===== src/rtl/muldiv_unit.sv =====
// Iterative WIDTH-bit multiply/divide engine producing the {hi, lo} HILO write-back pair.
// Define MULDIV_FAST_MUL_EN to replace the shift-add multiply with a single-cycle multiplier.
module muldiv_unit #(
  parameter int unsigned WIDTH = 32
) (
  input  logic             clk,
  input  logic             rst,
  input  logic             start,
  input  logic [1:0]       op,
  input  logic [WIDTH-1:0] src_a,
  input  logic [WIDTH-1:0] src_b,
  input  logic             flush,
  output logic             busy,
  output logic             done,
  output logic [WIDTH-1:0] hi,
  output logic [WIDTH-1:0] lo,
  output logic             div_zero
);

  localparam int unsigned CntW = $clog2(WIDTH);
  localparam logic [CntW-1:0] CntLast = CntW'(WIDTH - 1);

  typedef enum logic [1:0] {
    StIdle,
    StCalc,
    StFix
  } state_e;

  state_e            state_q, state_d;
  logic [CntW-1:0]   cnt_q, cnt_d;
  logic              is_div_q, is_div_d;
  logic              neg_q, neg_d;
  logic              neg_rem_q, neg_rem_d;
  logic              dz_q, dz_d;
  logic [WIDTH-1:0]  opnd_q, opnd_d;
  logic [WIDTH-1:0]  quo_q, quo_d;
  logic [WIDTH:0]    rem_q, rem_d;
  logic              busy_q, busy_d;
  logic              done_q, done_d;
  logic [WIDTH-1:0]  hi_q, hi_d;
  logic [WIDTH-1:0]  lo_q, lo_d;
  logic              div_zero_q, div_zero_d;

  // Operand magnitudes; signed ops (MULT/DIV) have op[0] clear.
  logic             signed_op;
  logic [WIDTH-1:0] mag_a, mag_b;

  assign signed_op = ~op[0];
  assign mag_a     = (signed_op && src_a[WIDTH-1]) ? -src_a : src_a;
  assign mag_b     = (signed_op && src_b[WIDTH-1]) ? -src_b : src_b;

  // One shift-add / restoring-divide step. rem_q holds the upper product half during multiply
  // and the partial remainder during divide; quo_q holds the multiplier or dividend/quotient.
  logic [WIDTH:0] mul_sum;
  logic [WIDTH:0] div_shift;
  logic [WIDTH:0] div_sub;
  logic           div_ge;

  assign mul_sum   = rem_q + (quo_q[0] ? {1'b0, opnd_q} : '0);
  assign div_shift = {rem_q[WIDTH-1:0], quo_q[WIDTH-1]};
  assign div_ge    = div_shift >= {1'b0, opnd_q};
  assign div_sub   = div_shift - {1'b0, opnd_q};

  // Sign fix applied on the FIX edge.
  logic [2*WIDTH-1:0] prod, prod_fix;
  logic [WIDTH-1:0]   quo_fix, rem_fix;

  assign prod     = {rem_q[WIDTH-1:0], quo_q};
  assign prod_fix = neg_q ? -prod : prod;
  assign quo_fix  = neg_q ? -quo_q : quo_q;
  assign rem_fix  = neg_rem_q ? -rem_q[WIDTH-1:0] : rem_q[WIDTH-1:0];

  logic [2*WIDTH-1:0] fast_prod;
`ifdef MULDIV_FAST_MUL_EN
  localparam bit FastMul = 1'b1;
  assign fast_prod = {{WIDTH{1'b0}}, mag_a} * {{WIDTH{1'b0}}, mag_b};
`else
  localparam bit FastMul = 1'b0;
  assign fast_prod = '0;
`endif

  always_comb begin
    state_d    = state_q;
    cnt_d      = cnt_q;
    is_div_d   = is_div_q;
    neg_d      = neg_q;
    neg_rem_d  = neg_rem_q;
    dz_d       = dz_q;
    opnd_d     = opnd_q;
    quo_d      = quo_q;
    rem_d      = rem_q;
    busy_d     = busy_q;
    done_d     = 1'b0;
    hi_d       = hi_q;
    lo_d       = lo_q;
    div_zero_d = div_zero_q;

    case (state_q)
      StIdle: begin
        if (start && !flush) begin
          state_d   = StCalc;
          busy_d    = 1'b1;
          cnt_d     = '0;
          is_div_d  = op[1];
          neg_d     = signed_op & (src_a[WIDTH-1] ^ src_b[WIDTH-1]);
          neg_rem_d = signed_op & src_a[WIDTH-1];
          dz_d      = op[1] & (src_b == '0);
          opnd_d    = mag_b;
          quo_d     = mag_a;
          rem_d     = '0;
          if (FastMul && !op[1]) begin
            state_d = StFix;
            rem_d   = {1'b0, fast_prod[2*WIDTH-1:WIDTH]};
            quo_d   = fast_prod[WIDTH-1:0];
          end
        end
      end

      StCalc: begin
        if (flush) begin
          state_d = StIdle;
          busy_d  = 1'b0;
        end else begin
          if (is_div_q) begin
            rem_d = div_ge ? div_sub : div_shift;
            quo_d = {quo_q[WIDTH-2:0], div_ge};
          end else begin
            rem_d = {1'b0, mul_sum[WIDTH:1]};
            quo_d = {mul_sum[0], quo_q[WIDTH-1:1]};
          end
          cnt_d = cnt_q + CntW'(1);
          if (cnt_q == CntLast) begin
            state_d = StFix;
          end
        end
      end

      StFix: begin
        state_d = StIdle;
        busy_d  = 1'b0;
        if (!flush) begin
          done_d     = 1'b1;
          div_zero_d = dz_q;
          if (is_div_q) begin
            hi_d = rem_fix;
            lo_d = dz_q ? '1 : quo_fix;
          end else begin
            hi_d = prod_fix[2*WIDTH-1:WIDTH];
            lo_d = prod_fix[WIDTH-1:0];
          end
        end
      end

      default: begin
        state_d = StIdle;
        busy_d  = 1'b0;
      end
    endcase
  end

  always_ff @(posedge clk or posedge rst) begin
    if (rst) begin
      state_q    <= StIdle;
      cnt_q      <= '0;
      is_div_q   <= 1'b0;
      neg_q      <= 1'b0;
      neg_rem_q  <= 1'b0;
      dz_q       <= 1'b0;
      opnd_q     <= '0;
      quo_q      <= '0;
      rem_q      <= '0;
      busy_q     <= 1'b0;
      done_q     <= 1'b0;
      hi_q       <= '0;
      lo_q       <= '0;
      div_zero_q <= 1'b0;
    end else begin
      state_q    <= state_d;
      cnt_q      <= cnt_d;
      is_div_q   <= is_div_d;
      neg_q      <= neg_d;
      neg_rem_q  <= neg_rem_d;
      dz_q       <= dz_d;
      opnd_q     <= opnd_d;
      quo_q      <= quo_d;
      rem_q      <= rem_d;
      busy_q     <= busy_d;
      done_q     <= done_d;
      hi_q       <= hi_d;
      lo_q       <= lo_d;
      div_zero_q <= div_zero_d;
    end
  end

  assign busy     = busy_q;
  assign done     = done_q;
  assign hi       = hi_q;
  assign lo       = lo_q;
  assign div_zero = div_zero_q;

endmodule


===== config.mk =====
export PLATFORM = sky130hd
export DESIGN_NAME = muldiv_unit
export DESIGN_NICKNAME = d
export VERILOG_FILES = /design/src/rtl/muldiv_unit.sv
export SDC_FILE = /design/constraint.sdc
export NUM_CORES = 1
export LEC_CHECK = 0
export BUFFER_PORTS_ARGS = -buffer_cell sky130_fd_sc_hd__clkbuf_2
export CAP_MARGIN = 25
export CORE_MARGIN = 2
export CORE_UTILIZATION = 60
export DETAILED_ROUTE_END_ITERATION = 12
export PLACE_DENSITY_LB_ADDON = 0.1
export REMOVE_ABC_BUFFERS = 1
export SLEW_MARGIN = 40
export SYNTH_ARGS = -nofsm -noshare
export SYNTH_HDL_FRONTEND = slang
export SYNTH_SLANG_ARGS = --single-unit

===== constraint.sdc =====
create_clock -name clk -period 10.54 [get_ports clk]
set_clock_uncertainty 0.15 [all_clocks]
set_input_delay 1.581 -clock clk [delete_from_list [all_inputs] [get_ports clk]]
set_output_delay 1.581 -clock clk [all_outputs]
set_load 0.03 [all_outputs]

[Word-level counts from Yosys, hierarchy flattened]
Cells that the tools add are included.
Cells by class
  equal/unequal tests: 7
  reduce and logical (&&, ||, !) cells: 12
  add/sub/neg operators: 8
  $lt $le $gt $ge: 1
  shifts and indexed selects: 0
  multipliers: 0
  mux-type cells: 30
  div/mod/pow operators: 0
  bitwise logic cells: 6
Operators with widths (count)
  $mux 32: 11
  $mux 33: 4
  $neg 32->32: 4
  $pmux 33 s2: 1
  $mux 64: 1
  $neg 64->64: 1
  $pmux 32 s2: 1
  $add 33x32->33: 1
  $ge 33x32->1: 1
  $sub 33x32->33: 1
  $logic_not 32->1: 1
  $mux 5: 2
  $pmux 5 s2: 1
  $reduce_and 2->1: 4
  $mux 2: 3
  $ne 2x2->1 const B: 3
  $add 5x1->5 const B: 1
  $eq 5x5->1 const B: 1
  $mux 1: 4
  $pmux 2 s2: 1
  $and 1x1->1: 3
  $logic_and 1x1->1: 3
  $ne 3x3->1 const B: 1
  $reduce_and 3->1: 1
  8 further kinds: 9
Word-level totals
  latch bits: 0
  output and inout bits: 67
  logic and storage cells: 78
  memory bits (read-only): 0
  flip-flop bits (word level): 175
  bits in writable memories: 0
  memories kept: 0

[Logic depth before layout (Yosys ltp)]
Gate-level depths: netlist of the first run.
  word-level depth: 5
  depth in mapped cells: 14
  mapped depth without buffers: 13

[Least setup slack after synthesis of the first run]
No wires, ideal clock.
  path type: input -> register
  from: input port src_b[8]
  to: register opnd_q[25]
  path buffers: 0
  stages: 8
  setup slack: 6.634 ns
  arrival: 3.623 ns
  required time: 10.257 ns
  cells stage by stage: or4_1 nor4_1 nand2b_1 nor4_1 nand2_1 o41ai_1 xor2_1 o21ai_0
On the way
  longest elaborated chain between the ends: 2
Ends and longest elaborated chain
  from (decl): RTL line 11  | input logic [WIDTH-1:0] src_b,
  $neg 32->32: RTL line 50  | assign mag_b = (signed_op && src_b[WIDTH-1]) ? -src_b : src_b;
  $mux 32: RTL line 50
  to (signal assigned): RTL line 184  | opnd_q <= opnd_d;
  to (decl): RTL line 35  | logic [WIDTH-1:0] opnd_q, opnd_d;
Every way passes these cells.
A chain may end at the register's enable or synchronous reset.

[Final worst setup path of the first run]
  from: register rem_q[0]
  to: register rem_q[3]
On the way
  longest elaborated chain between the ends: 5
  elaborated cells on any way between the ends: 7
  those cells by class: add/sub (2); order compare (1); mux (4)
Ends and longest elaborated chain
  from (decl): RTL line 37  | logic [WIDTH:0] rem_q, rem_d;
  from (signal assigned): RTL line 186  | rem_q <= rem_d;
  $sub 33x32->33 / $ge 33x32->1 (equally long branches): RTL line 62, 61
  $mux 33: RTL line 125  | rem_d = div_ge ? div_sub : div_shift;
  $mux 33 *: RTL line 124  | if (is_div_q) begin
  $mux 33 *: RTL line 120  | if (flush) begin
  $pmux 33 s2 *: RTL line 98  | case (state_q)
Every way passes the cells marked *; elsewhere a longest branch is shown, timed or not. The select of a mux whose other input is x is not followed.

==> impl_metrics.py, run 1 <==
metrics = {
    "global_routing": {
        "grt_start_max_net_pins": 70,
        "grt_pass1_wl_mm": 63.06,
        "grt_antenna_before_repair": 0,
        "grt.overflow.total": 0,
        "grt_util_all_layers_pct": 32.24,
        "grt_pass1_vias": 12040,
    },
    "routing": {
        "wl_per_cell_microns": 18.31,
        "drtIter0Drc": 1266,
        "vias": 12910,
        "drc": 0,
        "avgViaCountPerCell": 6.102,
        "drt-total-wl_mm": 38.73,
        "ant_nets": 0,
        "dr.pass1.iters": 5,
    },
    "setup_path": {
        "ff2ff_path_depth": 11,
        "cp_max_fo": 52,
        "regToRegStartpoint": "rem_q[0]",
        "crit_path_end_kind": "flip-flop",
        "start_kind": "flip-flop",
        "critical_path_class": "reg -> reg",
        "crit_arrival_ps": 4430,
        "required_ps": 10690,
        "rrSetupSlack_ps": 6250,
        "r2r_end": "rem_q[3]",
    },
    "yosys": {
        "synth-edff-count": 0,
        "synth_top_area_share_pct": 31.64,
        "syn_inst": 1737,
        "synth_seq_cells": 175,
        "synth.distinct_cells": 80,
        "synth.cells.most_frequent": "211 x nand2_1, 192 x o21ai_0, 175 x dfrtp_1",
        "ys.flop_type": "dfrtp_1",
        "synth_most_common_cell": "nand2_1",
        "ys_top_cells_by_area": "dfrtp_1 32%, o21ai_0 6.9%, ha_1 6.3%",
        "ys_warn_count": 0,
        "yosysTopAreaCell": "dfrtp_1",
        "syn-cell-area_sq_um": 13840,
        "yosysSeqAreaShare_pct": 31.64,
        "async_flop_share_pct": 100.0,
        "syn_avg_cell_area_sq_um": 7.969,
    },
    "timing": {
        "max_freq_mhz": 233.3,
        "fin_hold_ws_ps": 317.5,
        "max_slew_margin_pct": 49.13,
        "slew_violations": 0,
        "period_share_pct": 40.67,
        "fin_crit_ps": 4287,
        "tns_ps": 0,
        "worst_slew_pin_slew_ps": 756.1,
        "setup_violations": 0,
        "worst_slack_ps": 6253,
        "finalHoldViolCount": 0,
        "rsz0062_at_grt": "false",
    },
    "worst_hold_path": {
        "hold-path-endpoint": "hi[20]",
        "hp-start": "hi[20]",
        "hold_path_class": "reg -> reg",
        "holdPathStages": 2,
    },
    "clock_network": {
        "cts.clk_slew.worst_paths_ps": 70,
        "postCtsHoldBufs": 0,
        "htree_levels": 4,
        "clockBufferDepth": 2,
        "tritoncts": "yes",
        "clkSinkCount": 175,
        "numCtsBuffers": 17,
        "cts_resized": 0,
        "root_buffer": "clkbuf_16",
        "clk_latency_ps": 440,
        "cts_setup_buffers": 0,
    },
    "pwr": {
        "ir_drop_uv": 167.0,
        "leakage_nw": 7.154,
        "power_density_nw_per_um2": 240.2,
    },
    "cells_and_area": {
        "finalInstanceArea_sq_um": 15290,
        "fillers": 1918,
        "antenna-diode-count": 0,
        "seq_area_sq_um": 4380,
        "multi_input_area_sq_um": 8899,
        "final_nets": 1959,
        "fin_util_pct": 67.52,
        "syn2layout_area_growth_pct": 10.43,
        "drive_above_1_share_pct": 12.02,
    },
    "placed_design": {
        "pre_cts_ws_ps": 5959,
        "numPortBuffers": 136,
        "dpl_cell_area_sq_um": 14680,
        "hpwl_mm": 29.09,
        "place_congestion": 0.9689,
    },
    "floorplan": {
        "rows": 55,
        "start_util_pct": 61.14,
        "coreArea_sq_um": 22640,
        "io_pins": 137,
        "die_x_microns": 155.9,
        "die_h_microns": 155.9,
        "dieArea_sq_um": 24300,
    },
    "run": {
        "cap_violations": 0,
    },
    "outcome": {
        "status": "finished, final reports clean",
    },
}
worst max-delay path, stage by stage, from the launching register on:
cell and delay, ps:
dfrtp_1 640, ha_1 340, nor2b_1 150, o21bai_1 190
a31oi_1 200, a211oi_1 700, o22ai_1 300, o2bb2ai_4 270
buf_4 530, mux2_2 410, a21oi_1 130, o21ai_0 80
cell families after synthesis:
logic type | share of synthesized area (%)
AO/OA/AOI/OAI | 24.63
AND/OR/NAND/NOR | 18.16
flip-flops | 31.64
XOR/XNOR | 10.95
buffers and inverters | 4.520
adder cells (fa/ha/maj) | 6.617
multiplexers | 3.489
layout make-up:
type,count,share of cell area [%]
flip-flops and latches,175,28.66
repair buffers,150,5.140
inverters,71,1.784
well taps,285,2.333
multi-input cells,1402,58.21
clock inverters,14,1.064
clock buffers,18,2.808
cell usage in the layout (no fill, tap or decap), types with 16 or more instances in the layout:
cell type | netlist | final
dfrtp_1 | 175 | 174
mux2i_1 | 46 | 46
a22oi_1 | 18 | 18
o31ai_1 | 20 | 20
a21oi_1 | 143 | 142
xnor2_1 | 95 | 95
a21o_1 | 35 | 35
clkbuf_2 | 2 | 136
o21ai_1 | 21 | 20
xor2_1 | 78 | 78
nor3_1 | 34 | 34
inv_1 | 69 | 68
nor4_1 | 16 | 16
nand3_1 | 17 | 17
nor2_1 | 157 | 155
nand2_1 | 211 | 208
o21ai_0 | 192 | 192
a31oi_1 | 18 | 18
ha_1 | 70 | 70
clkbuf_16 | 0 | 17
registers in the layout, indices dropped and copies added (netlist names), 2 cells and up:
signal and count:
hi 32, opnd_q 32, lo 32, rem_q 33
cnt_q 5, state_q 2, quo_q 32
metrics by stage:
step | total power (W) | std cells
after floorplan | 0.002449 | 1648
after global placement | 0.002945 | 2083
after detailed placement | 0.002969 | 2083
after CTS | 0.003621 | 2115
after global routing | 0.003928 | 2115
final | 0.003672 | 2115
how the worst max path moves through the flow:
stage / startpoint / end / cells after the start
after floorplan: rst / busy / 1
after global placement: src_b[8] / opnd_q[25] / 9
after detailed placement: src_b[8] / opnd_q[25] / 9
after CTS: src_b[8] / opnd_q[25] / 9
after global routing: quo_q[0] / rem_q[31] / 13
final: rem_q[0] / rem_q[3] / 11
power breakdown:
part	leakage, nW	internal, W	switching [W]
Sequential	2.26	0.000785	0.000242
Clock	0.288	0.000339	0.000305
Combinational	4.60	0.000806	0.00119
metal layers:
layer	part of all wire [%]	routed length (microns)	global-route usage, %
met5	0	0	0
met4	1.4	525	7.034
met3	7.0	2718	5.389
met2	43	16640	48.46
met1	49	18850	48.75
(Power assumes the default switching activity.)
==> inputs of run 2 (changes only) <==
- clock period: 10.54 -> 4.4 ns (I/O delays scaled with it)
==> run 2 against run 1 <==
  * Cell area is 1.5% higher
  * Hold slack got worse by 170 ps
  * Combinational power rose to 2.5 times the previous value
  * Highest routed layer unchanged
  * Total power increased by 140%
  * Via count grew 1.7%
  * Maximum frequency rose by 7.6%
  * Core utilization up 1.0 points
  * Largest cell class unchanged
  * Sequential power is 130% higher
  * Clock-buffer cell count is the same
  * Critical path depth rose by 1
==> impl_metrics.py, run 2 (synthesized netlist as in run 1, its figures left out) <==
metrics = {
    "pwr": {
        "ir_drop_uv": 305.1,
        "power_density_nw_per_um2": 574.7,
        "power_w": 0.008920,
        "leakage_nw": 7.302,
    },
    "global_routing": {
        "grt_pass1_wl_mm": 64.76,
        "grt_antenna_before_repair": 0,
        "grt_start_max_net_pins": 105,
        "grt_util_all_layers_pct": 33.46,
        "grt_pass1_vias": 12430,
        "grt.overflow.total": 0,
    },
    "timing": {
        "rsz0062_at_grt": "false",
        "max_slew_margin_pct": 45.54,
        "max_freq_mhz": 251.1,
        "setup_violations": 0,
        "worst_slew_pin_slew_ps": 816.9,
        "fin_hold_ws_ps": 149.6,
        "finalHoldViolCount": 0,
        "period_share_pct": 90.52,
        "slew_violations": 0,
        "fin_crit_ps": 3983,
    },
    "cells_and_area": {
        "drive_above_1_share_pct": 13.29,
        "fin_cells": 2144,
        "final_nets": 1988,
        "largest_reg_flops": 33,
        "top_register": "rem_q",
        "fin_util_pct": 68.56,
        "final_common_cell": "nand2_1",
        "antenna-diode-count": 0,
        "syn2layout_area_growth_pct": 12.14,
        "final_cell_mix": "208 x nand2_1, 192 x o21ai_0, 174 x dfrtp_1",
    },
    "clock_network": {
        "htree_levels": 4,
        "numCtsBuffers": 17,
        "cts_resized": 0,
        "tritoncts": "yes",
        "clockBufferDepth": 2,
        "cts.clk_slew.worst_paths_ps": 80,
        "cts_setup_buffers": 0,
        "postCtsHoldBufs": 0,
        "root_buffer": "clkbuf_16",
        "clkSinkCount": 175,
        "clk_latency_ps": 450,
    },
    "placed_design": {
        "numPortBuffers": 136,
        "place_congestion": 0.9901,
        "placed_cells": 2112,
        "hpwl_mm": 30.01,
    },
    "outcome": {
        "status": "finished, final reports clean",
    },
    "setup_path": {
        "worstPathCellList": "inv_1 -> ha_1 -> nor2b_1 -> o21bai_1 -> a31oi_1 -> a211oi_1 -> o22ai_1 -> a211o_1 -> a31o_2 -> a2111oi_0 -> buf_4 -> o31ai_1",
        "crit_buf_inv": 2,
        "crit_arrival_ps": 4130,
        "required_ps": 4550,
        "cp_max_fo": 4,
        "critical_path_class": "reg -> reg",
        "cpPeakStageDelay_ps": 650,
        "crit_path_end_kind": "flip-flop",
        "start_kind": "flip-flop",
        "critPathSlowestCell": "a2111oi_0",
        "critPathTopFamily": "compound AO/OA/AOI/OAI gates",
    },
    "routing": {
        "ant_nets": 0,
        "drtIter0Drc": 1280,
        "drc": 0,
        "avgViaCountPerCell": 6.124,
        "wl_per_cell_microns": 18.50,
        "dr.pass1.iters": 6,
        "drt-total-wl_mm": 39.67,
        "vias": 13130,
    },
    "floorplan": {
        "dieArea_sq_um": 24300,
        "rows": 55,
        "coreArea_sq_um": 22640,
        "io_pins": 137,
        "die_h_microns": 155.9,
        "start_util_pct": 61.14,
        "die_x_microns": 155.9,
    },
    "worst_hold_path": {
        "hold_path_class": "in -> async",
    },
    "run": {
        "cap_violations": 0,
    },
}
-- run 2: final cells by class --
cell class / instances / area (sq um)
Sequential cell: 175 / 4380
Fill cell: 1979 / 7118
Tap cell: 285 / 356.6
Multi-Input combinational cell: 1402 / 8891
Clock inverter: 14 / 143.9
Clock buffer: 18 / 429.2
Timing Repair Buffer: 179 / 1041
Inverter: 71 / 280.3
-- run 2: power by group --
part / leakage (nW) / internal, W / switching (W)
Clock: 0.283 / 0.000756 / 0.000748
Combinational: 4.76 / 0.00210 / 0.00299
Sequential: 2.26 / 0.00188 / 0.000450
-- run 2: metrics by stage --
step / TNS [ps] / area [sq um] / worst slack, ps
finish: 0 / 15520 / 417.1
global route: 0 / 15520 / 168.2
CTS: 0 / 15510 / 474.2
detailed placement: 0 / 14940 / 497.6
global placement: 0 / 14930 / 489.9
floorplan: -219160 / 13480 / -1155
-- run 2: metal layers --
layer / wire (microns) / vias to the layer above / GRT usage, %
met5: 0 / - / 0
met4: 541 / 0 / 8.432
met3: 3254 / 44 / 5.556
met2: 17340 / 500 / 51.03
li1: - / 6423 / -
met1: 18530 / 6163 / 49.56
-- run 2: final timing paths --
path / startpoint / to / slack, ps / depth (start not counted)
worst min register to register: hi[24] / hi[24] / 330 / 2
max in group asynchronous: rst / opnd_q[25] / 3110 / 3
worst max register to register: opnd_q[1] / rem_q[27] / 420 / 12
min in group clk: hi[24] / hi[24] / 330 / 2
worst max-delay path: opnd_q[1] / rem_q[27] / 420 / 12
worst min-delay path: rst / hi[4] / 150 / 2
